`src/rtl/debug_scan_controller.sv`:
```
// Debug-mux scan sequencer: selects each membrane-potential code, then spike layers 1..3, and forwards every sampled byte to the host link.
// Optional macro DEBUG_SCAN_TAG_EN: each data byte is preceded by its select code on the link.
module debug_scan_controller #(
   parameter int SETTLE_CYCLES = 1,
   parameter int NUM_MP        = 24
) (
   input  logic       clk,
   input  logic       rst_n,
   input  logic       start,
   input  logic       abort,
   input  logic [7:0] debug_data_in,
   output logic [7:0] debug_config_out,
   output logic       debug_en,
   output logic [7:0] tx_data,
   output logic       tx_valid,
   input  logic       tx_ready,
   output logic       busy,
   output logic       done
);
   localparam logic [5:0] MP_CNT      = 6'(NUM_MP);
   localparam logic [5:0] LAST_IDX    = 6'(NUM_MP + 2);
   localparam logic [3:0] SETTLE_LOAD = 4'(SETTLE_CYCLES - 1);

   typedef enum logic [2:0] {
      S_IDLE   = 3'd0,
      S_LOAD   = 3'd1,
      S_SETTLE = 3'd2,
      S_SAMPLE = 3'd3,
      S_SEND   = 3'd4,
      S_DONE   = 3'd5
`ifdef DEBUG_SCAN_TAG_EN
      , S_TAG  = 3'd6
`endif
   } state_t;

   // Indices past the MP range map onto the spike-layer codes 0x1E..0x20.
   function automatic logic [7:0] code_of(input logic [5:0] idx);
      logic [7:0] w_code;
      if (idx < MP_CNT) begin
         w_code = {2'b00, idx};
      end else begin
         w_code = {2'b00, idx} - {2'b00, MP_CNT} + 8'h1E;
      end
      return w_code;
   endfunction

   state_t     r_state, w_next_state;
   logic [5:0] r_idx, w_next_idx;
   logic [3:0] r_cnt, w_next_cnt;
   logic       r_abort_pend, w_next_abort_pend;
   logic       w_handshake;
   logic [7:0] r_cfg;
   logic       r_en;
   logic [7:0] r_tx_data;
   logic       r_tx_valid;
   logic       r_busy;
   logic       r_done;
`ifdef DEBUG_SCAN_TAG_EN
   logic [7:0] r_data_buf;
`endif

   // Next-state logic; an abort seen while a byte is offered is parked until its handshake.
   always_comb begin
      w_next_state      = r_state;
      w_next_idx        = r_idx;
      w_next_cnt        = r_cnt;
      w_next_abort_pend = r_abort_pend;
      w_handshake       = r_tx_valid & tx_ready;
      case (r_state)
         S_IDLE: begin
            w_next_abort_pend = 1'b0;
            if (start) begin
               w_next_state = S_LOAD;
               w_next_idx   = 6'd0;
            end else begin
               w_next_state = S_IDLE;
            end
         end
         S_LOAD: begin
            if (abort) begin
               w_next_state = S_DONE;
            end else begin
               w_next_state = S_SETTLE;
               w_next_cnt   = SETTLE_LOAD;
            end
         end
         S_SETTLE: begin
            if (abort) begin
               w_next_state = S_DONE;
            end else if (r_cnt == 4'd0) begin
               w_next_state = S_SAMPLE;
            end else begin
               w_next_cnt = r_cnt - 4'd1;
            end
         end
         S_SAMPLE: begin
            if (abort) begin
               w_next_state = S_DONE;
            end else begin
`ifdef DEBUG_SCAN_TAG_EN
               w_next_state = S_TAG;
`else
               w_next_state = S_SEND;
`endif
            end
         end
`ifdef DEBUG_SCAN_TAG_EN
         S_TAG: begin
            if (w_handshake) begin
               if (abort || r_abort_pend) begin
                  w_next_state = S_DONE;
               end else begin
                  w_next_state = S_SEND;
               end
            end else begin
               w_next_abort_pend = r_abort_pend | abort;
            end
         end
`endif
         S_SEND: begin
            if (w_handshake) begin
               if (abort || r_abort_pend || (r_idx == LAST_IDX)) begin
                  w_next_state = S_DONE;
               end else begin
                  w_next_idx   = r_idx + 6'd1;
                  w_next_state = S_LOAD;
               end
            end else begin
               w_next_abort_pend = r_abort_pend | abort;
            end
         end
         S_DONE: begin
            w_next_state      = S_IDLE;
            w_next_abort_pend = 1'b0;
         end
         default: begin
            w_next_state = S_IDLE;
         end
      endcase
   end

   // State and registered outputs; outputs are decoded from the state being entered.
   always_ff @(posedge clk or negedge rst_n) begin
      if (!rst_n) begin
         r_state      <= S_IDLE;
         r_idx        <= 6'd0;
         r_cnt        <= 4'd0;
         r_abort_pend <= 1'b0;
         r_cfg        <= 8'h00;
         r_en         <= 1'b0;
         r_tx_data    <= 8'h00;
         r_tx_valid   <= 1'b0;
         r_busy       <= 1'b0;
         r_done       <= 1'b0;
`ifdef DEBUG_SCAN_TAG_EN
         r_data_buf   <= 8'h00;
`endif
      end else begin
         r_state      <= w_next_state;
         r_idx        <= w_next_idx;
         r_cnt        <= w_next_cnt;
         r_abort_pend <= w_next_abort_pend;
         r_busy       <= (w_next_state != S_IDLE);
         r_done       <= (w_next_state == S_DONE);
         r_en         <= (w_next_state == S_LOAD);
         if (w_next_state == S_LOAD) begin
            r_cfg <= code_of(w_next_idx);
         end
`ifdef DEBUG_SCAN_TAG_EN
         r_tx_valid <= (w_next_state == S_SEND) || (w_next_state == S_TAG);
         if (r_state == S_SAMPLE) begin
            r_tx_data  <= r_cfg;
            r_data_buf <= debug_data_in;
         end else if ((r_state == S_TAG) && w_handshake) begin
            r_tx_data <= r_data_buf;
         end
`else
         r_tx_valid <= (w_next_state == S_SEND);
         if (r_state == S_SAMPLE) begin
            r_tx_data <= debug_data_in;
         end
`endif
      end
   end

   assign debug_config_out = r_cfg;
   assign debug_en         = r_en;
   assign tx_data          = r_tx_data;
   assign tx_valid         = r_tx_valid;
   assign busy             = r_busy;
   assign done             = r_done;
endmodule
```
`config.mk`:
```
export PLATFORM = sky130hd
export DESIGN_NAME = debug_scan_controller
export DESIGN_NICKNAME = d
export VERILOG_FILES = /design/src/rtl/debug_scan_controller.sv
export SDC_FILE = /design/constraint.sdc
export NUM_CORES = 1
export LEC_CHECK = 0
export ABC_CLOCK_PERIOD_IN_PS = 3500
export BUFFER_PORTS_ARGS = -buffer_cell sky130_fd_sc_hd__buf_2
export CAP_MARGIN = 20
export CORE_MARGIN = 5
export CORE_UTILIZATION = 50
export DETAILED_ROUTE_END_ITERATION = 10
export PLACE_DENSITY = 0.73
export SYNTH_ARGS = -nofsm -noshare
export SYNTH_HDL_FRONTEND = slang
export SYNTH_SLANG_ARGS = --single-unit
```
`constraint.sdc`:
```
create_clock -name clk -period 3.5 [get_ports clk]
set_clock_uncertainty 0.2 [all_clocks]
set_input_delay 0.7 -clock clk [delete_from_list [all_inputs] [get_ports clk]]
set_output_delay 0.7 -clock clk [all_outputs]
set_load 0.01 [all_outputs]
```
# == Word-level counts from Yosys, hierarchy flattened ==
# Cells that the tools add are included.
# word_totals
inputBits,13
ff_bits,34
elab_cells,59
output_inout_bits,20
# op_classes
order_cmp,1
addsub,4
n_reduce_logical,10
n_bitwise,2
muxes,19
n_eq_ne,13
# ops
op,n
2-to-1 mux 6 bit,3
2-to-1 mux 3 bit,5
case mux 3 bit (5 select lines),1
"equality test 3 bit, second input constant",4
2-to-1 mux 4 bit,3
case mux 6 bit (2 select lines),1
"adder 7 x 6 -> 8 bit, second input constant",1
2-to-1 mux 8 bit,1
"inequality test 2 bit, second input constant",4
case mux 4 bit (2 select lines),1
"subtractor 6 x 5 -> 7 bit, second input constant",1
"adder 6 x 1 -> 6 bit, second input constant",1
"equality test 3 x 1 -> 1 bit, second input constant",2
"equality test 3 x 2 -> 1 bit, second input constant",2
"equality test 6 x 5 -> 1 bit, second input constant",1
"less-than comparator 6 x 5 -> 1 bit, second input constant",1
logical NOT 4 bit,1
AND reduction 4 bit,1
nonzero test 2 bit,2
"subtractor 4 x 1 -> 4 bit, second input constant",1
logical NOT 3 bit,1
2-to-1 mux 1 bit,3
nonzero test 3 bit,1
logical OR 1 bit,2
other kinds (5),5

# == Logic depth before layout (Yosys ltp) ==
# Gate-level depths: netlist of run 1.
# depth
ltp_word,8
ltp_mapped,13
mapped_depth_nobuf,13

# == Worst setup path after synthesis of run 1 ==
# OpenSTA, ideal clock, no wires.
# synth_timing
kind,input to register
startpoint,in abort
endpoint,reg r_cfg[7] (netlist: debug_config_out[7])
setup_time_ps,122
arrival_time_ps,2462
n_path_buf,0
stages,8
t_required_ps,3178
setup_slack_ps,717
path_cell_list,and4bb_2 o2111ai_4 o21ai_1 ha_1 inv_1 ha_1 a21o_1 a32o_1
# synth_between
elab_chain_len,8
word_cells_on_any_way,16
classes_between,add/sub: 2; order compare: 1; eq/ne: 1; mux: 10; reduce/logical: 2
# synth_lines
element,line_no,text
start: declaration,10,"input logic abort,"
logical OR 1 bit * (2 in a row),122,if (abort || r_abort_pend || (r_idx == LAST_IDX)) begin
2-to-1 mux 6 bit *,122,
2-to-1 mux 6 bit *,121,if (w_handshake) begin
case mux 6 bit (2 select lines) *,69,case (r_state)
via w_next_idx[3],48,"logic [5:0] r_idx, w_next_idx;"
subtractor 6 x 5 -> 7 bit,42,"w_code = {2'b00, idx} - {2'b00, MP_CNT} + 8'h1E;"
adder 7 x 6 -> 8 bit,42,
2-to-1 mux 8 bit *,39,if (idx < MP_CNT) begin
end signal: assignment,167,r_cfg <= code_of(w_next_idx);
end: declaration,52,logic [7:0] r_cfg;
# Mark *: on every way through the listed nets, which the timed path passes. The rest lies on a longest branch.
# A chain may end at the register's enable or synchronous reset.

# == Worst setup path in the final report of run 1 ==
# layout_timing
startpoint,reg r_idx[0]
endpoint,reg r_cfg[7] (netlist: debug_config_out[7])
# layout_between
elab_chain_len,8
word_cells_on_any_way,15
classes_between,add/sub: 3; order compare: 1; eq/ne: 2; mux: 8; reduce/logical: 1
# layout_lines
element,line_no,text
start: declaration,48,
start signal: assignment,160,r_idx <= w_next_idx;
"parallel branches: the longest is 2 deep, another holds adder 6 x 1 -> 6 bit",n/a,
2-to-1 mux 6 bit *,122,
2-to-1 mux 6 bit *,121,
case mux 6 bit (2 select lines) *,69,
via w_next_idx[3],48,
subtractor 6 x 5 -> 7 bit,42,
adder 7 x 6 -> 8 bit,42,
2-to-1 mux 8 bit *,39,
# Mark *: on every way through the listed nets, which the timed path passes.

==> reports/qor.csv, run 1 <==
stage;metric;value;unit
status;status;complete, no violations;
flow_run;maxCapViolations;0;
timing;hold_violations;0;
critical_path;timing.critical_path.mode_cell;ha_1;
critical_path;path_buf_inv;2;
power;power_switching;0.521;mW
die;die_h;70.6;um
yosys;synth_top_cell_by_area;dfrtp_1;
power;power_density;681;nW/um^2
yosys;synth_commonest_cells;dfrtp_1 (34), nand2_1 (26), inv_1 (15);
power;swShare;0.356;
yosys;synth-xor-area-share;0.00953;
power;seq_power_share;0.419;
final_layout;area_growth_syn_to_layout;17.0;%
power;internal_power;0.943;mW
timing;setup_ws;0.584;ns
routing;drtAntennaViolNets;0;
yosys;syn_area;1840;sq um
critical_path;cp_cell_sequence;inv_1 -> ha_1 -> nand4b_1 -> o2111ai_4 -> nand3_1 -> o21ai_1 -> ha_1 -> inv_1 -> ha_1 -> a21o_1 -> a32o_1;
routing;finalWirelength;3890;um
critical_path;critPathKind;reg2reg;
yosys;syn_nets;204;
yosys;synth_area_leaders;dfrtp_1 (46%), mux2_2 (5.5%), nand2_1 (5.3%);
yosys;synth-async-reset-ratio;1.00;
final_layout;antennaDiodeCount;0;
timing;fmax;343;MHz
clock_tree;cts_buffers;5;
timing;final_max_slew_viol_count;0;
die;start_util;0.510;
routing;route.detailed.drc;0;
placement;dp_slack;0.417;ns
placement;portBuffers;32;
timing;tns;0;ns
yosys;syn_avg_cell_area;9.99;sq um
clock_tree;insertion_delay;0.29;ns
yosys;synth-seq-cells;34;
die;dieArea;4990;sq um
yosys;ys.flop_type;dfrtp_1;
yosys;synth_fa_ha_area_frac;0.0477;
critical_path;worstPathArrival;2.90;ns
die;rows;22;
yosys;synth.most_common_cell;dfrtp_1;
critical_path;crit_required;3.48;ns
clock_tree;hold_buffers;0;
timing;holdWs;0.275;ns
power;ir_worst_vdd;0.420;mV
timing;fin_crit;2.92;ns
routing;drt_pre_antenna_iters;4;
yosys;synth_warnings;0;
timing;setup_violations;0;
clock_tree;cts_tree;built;
yosys;synth_edf_count;0;
yosys;synth-compound-area-share;0.173;
routing;vias;1477;
die;core-area;3610;sq um
power;power_frac_comb;0.338;
global_routing;grt_util_all_layers;0.168;
yosys;synth_top_family_by_area;simple AND/OR/NAND/NOR gates;
timing;rsz0062_at_grt;false;
clock_tree;cts_resized;0;
global_routing;grt_pass1_vias;1468;
clock_tree;post-cts-setup-buffers;0;
timing;tightest_slew;0.754;ns
clock_tree;root_buffer;clkbuf_8;
critical_path;crit_path_max_fanout;7;
clock_tree;htreeDepth;2;
critical_path;slowest_stage;dfrtp_1;
die;io_pins;33;
routing;wl_per_cell;14.5;um
die;die_w;70.6;um
yosys;ys_seq_area_frac;0.463;
yosys;synth.distinct_cells;47;
global_routing;grt_start_max_net_pins;35;
final_layout;drive_gt1_frac;0.277;
clock_tree;cts.sink_count;34;
clock_tree;clk_path_buf_depth;2;
global_routing;antenna_found_initial;0;
routing;via_per_inst;5.51;
timing;period_share;0.833;
placement;gp_congestion;0.869;
critical_path;startpoint_type;flip-flop;
timing;relSlewSlack;0.497;
critical_path;crit_path_end_kind;flip-flop;
hold_path;hp-class;in2async;
placement;hpwl;2770;um
yosys;syn_inst;184;
yosys;yosys.area_share.simple;0.185;
clock_tree;clk_pin_slew;0.07;ns
critical_path;cp_top_family;compound AO/OA/AOI/OAI gates;
yosys;muxShareOfSynthArea;0.0735;
yosys;synth.top_cell.area_share;0.463;
global_routing;overflow;0;
power;p_leak;1.02;nW
global_routing;grt_pass1_wl;6700;um
final_layout;nets;239;
critical_path;slowest_delay;0.43;ns
power;pwr-share-clk;0.243;
routing;drt_iter0_drc;80;
final_layout;utilization;0.596;
## registers in the layout, summed over array words and instances, names as in the netlist
signal	flops
debug_config_out	8
tx_data	8
r_idx	6
r_cnt	4
r_state	3
busy	1
debug_en	1
done	1
r_abort_pend	1
tx_valid	1
## cell usage in the layout, fill, tap and decap left out, types with 2 or more instances in the layout
cell and n:
buf_4 2, clkbuf_8 5, nand2_1 26, o31ai_1 3, buf_2 32, nand4b_1 2
mux2i_1 2, ha_1 7, a21oi_1 6, and3_1 2, nand3_1 4, o21ai_0 13
clkinv_2 2, o211ai_1 2, nand4_1 2, inv_1 15, or3_1 2, mux2_2 9
o21ai_1 2, nor2_1 11, and2_1 2, nand3b_1 2, a32o_1 2, dfrtp_1 34
nor3_1 2, o211ai_2 3, nand2b_1 2, a31oi_1 2, nor3b_1 2
## cell families after synthesis
kind of cell	Yosys count
muxes	12
adders and majority gates	7
AOI/OAI and AO/OA	43
DFF	34
and+or+nand+nor	65
xor gates and xnor gates	2
buffers and inverters	21
## power groups by stage
stage               clock network [mW]  registers (mW)  logic [mW]
finish                           0.355           0.614       0.495
global route                     0.383           0.633       0.559
floorplan                            0           0.616       0.338
detailed placement                   0           0.618       0.498
global placement                     0           0.616       0.478
CTS                              0.360           0.613       0.503
## worst paths after layout
path	start	to	slack (ns)	depth (start not counted)
setup / recovery	r_idx[0]$_DFF_PN0_	debug_config_out[7]$_DFFE_PN0P_	0.58	11
hold / removal	rst_n	done$_DFF_PN0_	0.27	1
setup reg to reg	r_idx[0]$_DFF_PN0_	debug_config_out[7]$_DFFE_PN0P_	0.58	11
hold reg to reg	debug_config_out[6]$_DFFE_PN0P_	debug_config_out[6]$_DFFE_PN0P_	0.29	2
max in group asynchronous	rst_n	debug_config_out[4]$_DFFE_PN0P_	2.35	1
min in group clk	debug_config_out[6]$_DFFE_PN0P_	debug_config_out[6]$_DFFE_PN0P_	0.29	2
## area by class of cell
| cell class | count | area (sq um) |
|---|---|---|
| clock buffer | 5 | 68.8 |
| sequential | 34 | 851 |
| fill | 318 | 1460 |
| clock inverter | 3 | 40.0 |
| tap | 48 | 60.1 |
| multi-input combinational | 129 | 898 |
| inverter | 15 | 56.3 |
| timing repair buffer | 34 | 175 |
## layer usage
metal,track usage,up-vias,routed length [um]
li1,-,722,-
met1,0.217,708,1760
met2,0.259,40,1820
met3,0.0653,7,244
met4,0.0585,0,69
met5,0,-,0
## per-stage QoR
stage / cell area [sq um] / instances / power (mW)
final: 2150 / 268 / 1.46
after global routing: 2150 / 268 / 1.58
after CTS: 2150 / 268 / 1.48
after detailed placement: 2040 / 260 / 1.12
after global placement: 2040 / 260 / 1.09
after floorplan: 1840 / 184 / 0.953
(Power assumes the default switching activity.)
==> run 2, diff against run 1 <==
Settings changed: ABC_CLOCK_PERIOD_IN_PS 3500 to 2790.
Clock period 3.5 ns to 2.79 ns, I/O delays scaled along.
==> run 2 against run 1 <==
Clock-buffer cell count grew 2. Design area up 5.9%. Sequential power increased by 23%. Final cell count rose by 6.0%. First-iteration DRC count increased by 30%. Utilization grew 3.5 points. Sequential share of layout area fell by 2.2 points. Combinational power increased by 35%. Global-route usage rose by 0.67 points. Worst hold slack got worse by 0.15 ns. Via count up 3.6%. Critical path type unchanged. Largest cell class unchanged. Largest power group unchanged.
==> reports/qor.csv, run 2 (synthesis gave the netlist of run 1 again) <==
stage;metric;value;unit;change
routing;drt_pre_antenna_iters;4;;unchanged
routing;route.detailed.drc;0;;unchanged
flow_run;maxCapViolations;0;;unchanged
critical_path;crit_path_max_fanout;7;;unchanged
final_layout;utilization;0.631;;+0.0350
clock_tree;cts_tree;built;;
die;io_pins;33;;unchanged
die;die_h;70.6;um;unchanged
timing;hold_violations;0;;unchanged
timing;period_share;0.979;;+0.146
routing;finalWirelength;4010;um;+3.1%
critical_path;slowest_delay;0.39;ns;-0.04 ns
final_layout;drive_gt1_frac;0.343;;+0.0659
power;pwr-share-clk;0.208;;-0.035
timing;relSlewSlack;0.505;;+0.00829
critical_path;crit_path_end_kind;flip-flop;;
clock_tree;cts_buffers;5;;unchanged
die;dieArea;4990;sq um;unchanged
final_layout;multi_input_area;922;sq um;+2.6%
power;seq_power_share;0.420;;about the same
final_layout;antennaDiodeCount;0;;unchanged
routing;wl_per_cell;14.1;um;-2.7%
global_routing;grt_pass1_wl;6780;um;+1.1%
routing;vias;1530;;+3.6%
hold_path;hp-class;in2async;;
critical_path;reg2reg_from;r_idx[0]$_DFF_PN0_;;
clock_tree;clk_pin_slew;0.07;ns;about the same
clock_tree;cts.sink_count;34;;unchanged
placement;portBuffers;32;;unchanged
power;power_switching;0.645;mW;+24%
global_routing;overflow;0;;unchanged
clock_tree;clk_path_buf_depth;2;;unchanged
routing;drtAntennaViolNets;0;;unchanged
final_layout;fillCellCount;315;;-0.94%
die;start_util;0.510;;unchanged
die;rows;22;;unchanged
critical_path;cp_cell_sequence;inv_1 -> ha_1 -> nand4b_1 -> o2111ai_4 -> nand3_2 -> o21ai_2 -> ha_2 -> inv_1 -> ha_1 -> a21o_1 -> a32o_1;;
critical_path;startpoint_type;flip-flop;;
power;power_density;788;nW/um^2;+16%
timing;setup_violations;0;;unchanged
critical_path;slowest_stage;dfrtp_1;;
critical_path;rrSetupSlack;0.06;ns;-0.53 ns
global_routing;antenna_found_initial;0;;unchanged
clock_tree;insertion_delay;0.29;ns;about the same
status;status;complete, no violations;;
clock_tree;htreeDepth;2;;unchanged
final_layout;nets;255;;+6.7%
timing;final_max_slew_viol_count;0;;unchanged
global_routing;grt_start_max_net_pins;35;;unchanged
power;swShare;0.360;;+0.00365
critical_path;r2r_cells;11;;unchanged
die;die_w;70.6;um;unchanged
final_layout;final_cell_mix;dfrtp_1 (34), buf_2 (32), nand2_1 (26);;
clock_tree;root_buffer;clkbuf_8;;
power;internal_power;1.15;mW;+22%
critical_path;critPathKind;reg2reg;;
power;p_leak;1.08;nW;+6.5%
global_routing;grt_util_all_layers;0.175;;+0.00671
timing;tns;0;ns;unchanged
final_layout;layout_commonest_cell;dfrtp_1;;
global_routing;grt_pass1_vias;1462;;-0.41%
critical_path;r2r-end;debug_config_out[7]$_DFFE_PN0P_;;
critical_path;crit_required;2.77;ns;-0.71 ns
timing;tightest_slew;0.742;ns;-0.0124 ns
final_layout;area_growth_syn_to_layout;23.8;%;
routing;via_per_inst;5.39;;-2.2%
power;power_frac_comb;0.372;;+0.034
final_layout;regArea;851;sq um;unchanged
die;core-area;3610;sq um;unchanged
critical_path;worstPathArrival;2.71;ns;-0.19 ns
placement;hpwl;2860;um;+3.3%
power;ir_worst_vdd;0.614;mV;+46%
timing;fin_crit;2.73;ns;-0.185 ns
timing;fmax;366;MHz;+6.8%
routing;drt_iter0_drc;104;;+30%
placement;gp_congestion;0.867;;-0.20%
-- run 2: power by group through the flow --
stage | Clock (mW) | Sequential (mW) | Combinational (mW)
6_report | 0.373 | 0.753 | 0.667
5_1_grt | 0.418 | 0.776 | 0.758
4_1_cts | 0.388 | 0.751 | 0.667
3_5_place_dp | 0 | 0.757 | 0.662
3_3_place_gp | 0 | 0.752 | 0.650
2_1_floorplan | 0 | 0.772 | 0.424
-- run 2: area by class of cell --
cell class	instances	area share
Sequential cell	34	0.374
Clock buffer	7	0.0379
Multi-Input combinational cell	129	0.405
Timing Repair Buffer	50	0.130
Clock inverter	1	0.00220
Tap cell	48	0.0264
Inverter	15	0.0247
-- run 2: repair_timing --
item | CTS | global route
endpoints found under the hold margin | 0 | 0
resized for setup | 0 | 6
setup endpoints to repair | 0 | 6
hold buffers | 0 | 0
buffers inserted | 0 | 5
-- run 2: worst max-delay path: cells and delay by family (launching register included) --
kind	cells	cell delay, ns
compound gates	4	0.92
fa+ha+maj	3	0.64
flops	1	0.39
simple gates	2	0.39
buf+inv	2	0.10
-- run 2: how the worst max path moves through the flow --
stage	cells after the start	to	from	slack [ns]
floorplan	11	debug_config_out[7]$_DFFE_PN0P_	r_idx[0]$_DFF_PN0_	0.12
global placement	10	debug_config_out[7]$_DFFE_PN0P_	abort	0.05
detailed placement	10	debug_config_out[7]$_DFFE_PN0P_	abort	-0.008
CTS	11	debug_config_out[7]$_DFFE_PN0P_	r_idx[0]$_DFF_PN0_	0.08
global route	11	debug_config_out[7]$_DFFE_PN0P_	r_idx[0]$_DFF_PN0_	-0.05
finish	11	debug_config_out[7]$_DFFE_PN0P_	r_idx[0]$_DFF_PN0_	0.06
-- run 2: stage by stage --
stage	power, mW	cell area, sq um	std cells	setup slack [ns]	hold slack [ns]
floorplan	1.20	1840	184	0.119	0.0624
global placement	1.40	2120	271	0.0474	0.258
detailed placement	1.42	2120	271	-0.00773	0.261
CTS	1.81	2210	279	0.0827	0.152
global route	1.95	2280	284	-0.0501	0.186
finish	1.79	2280	284	0.0586	0.130
-- run 2: routing by layer --
layer,up-vias,routed length (um),share of wire,global-route usage
li1,752,-,-,-
met1,719,1800,0.45,0.219
met2,54,1880,0.47,0.265
met3,5,251,0.063,0.0597
met4,0,80,0.020,0.0960
met5,-,0,0,0
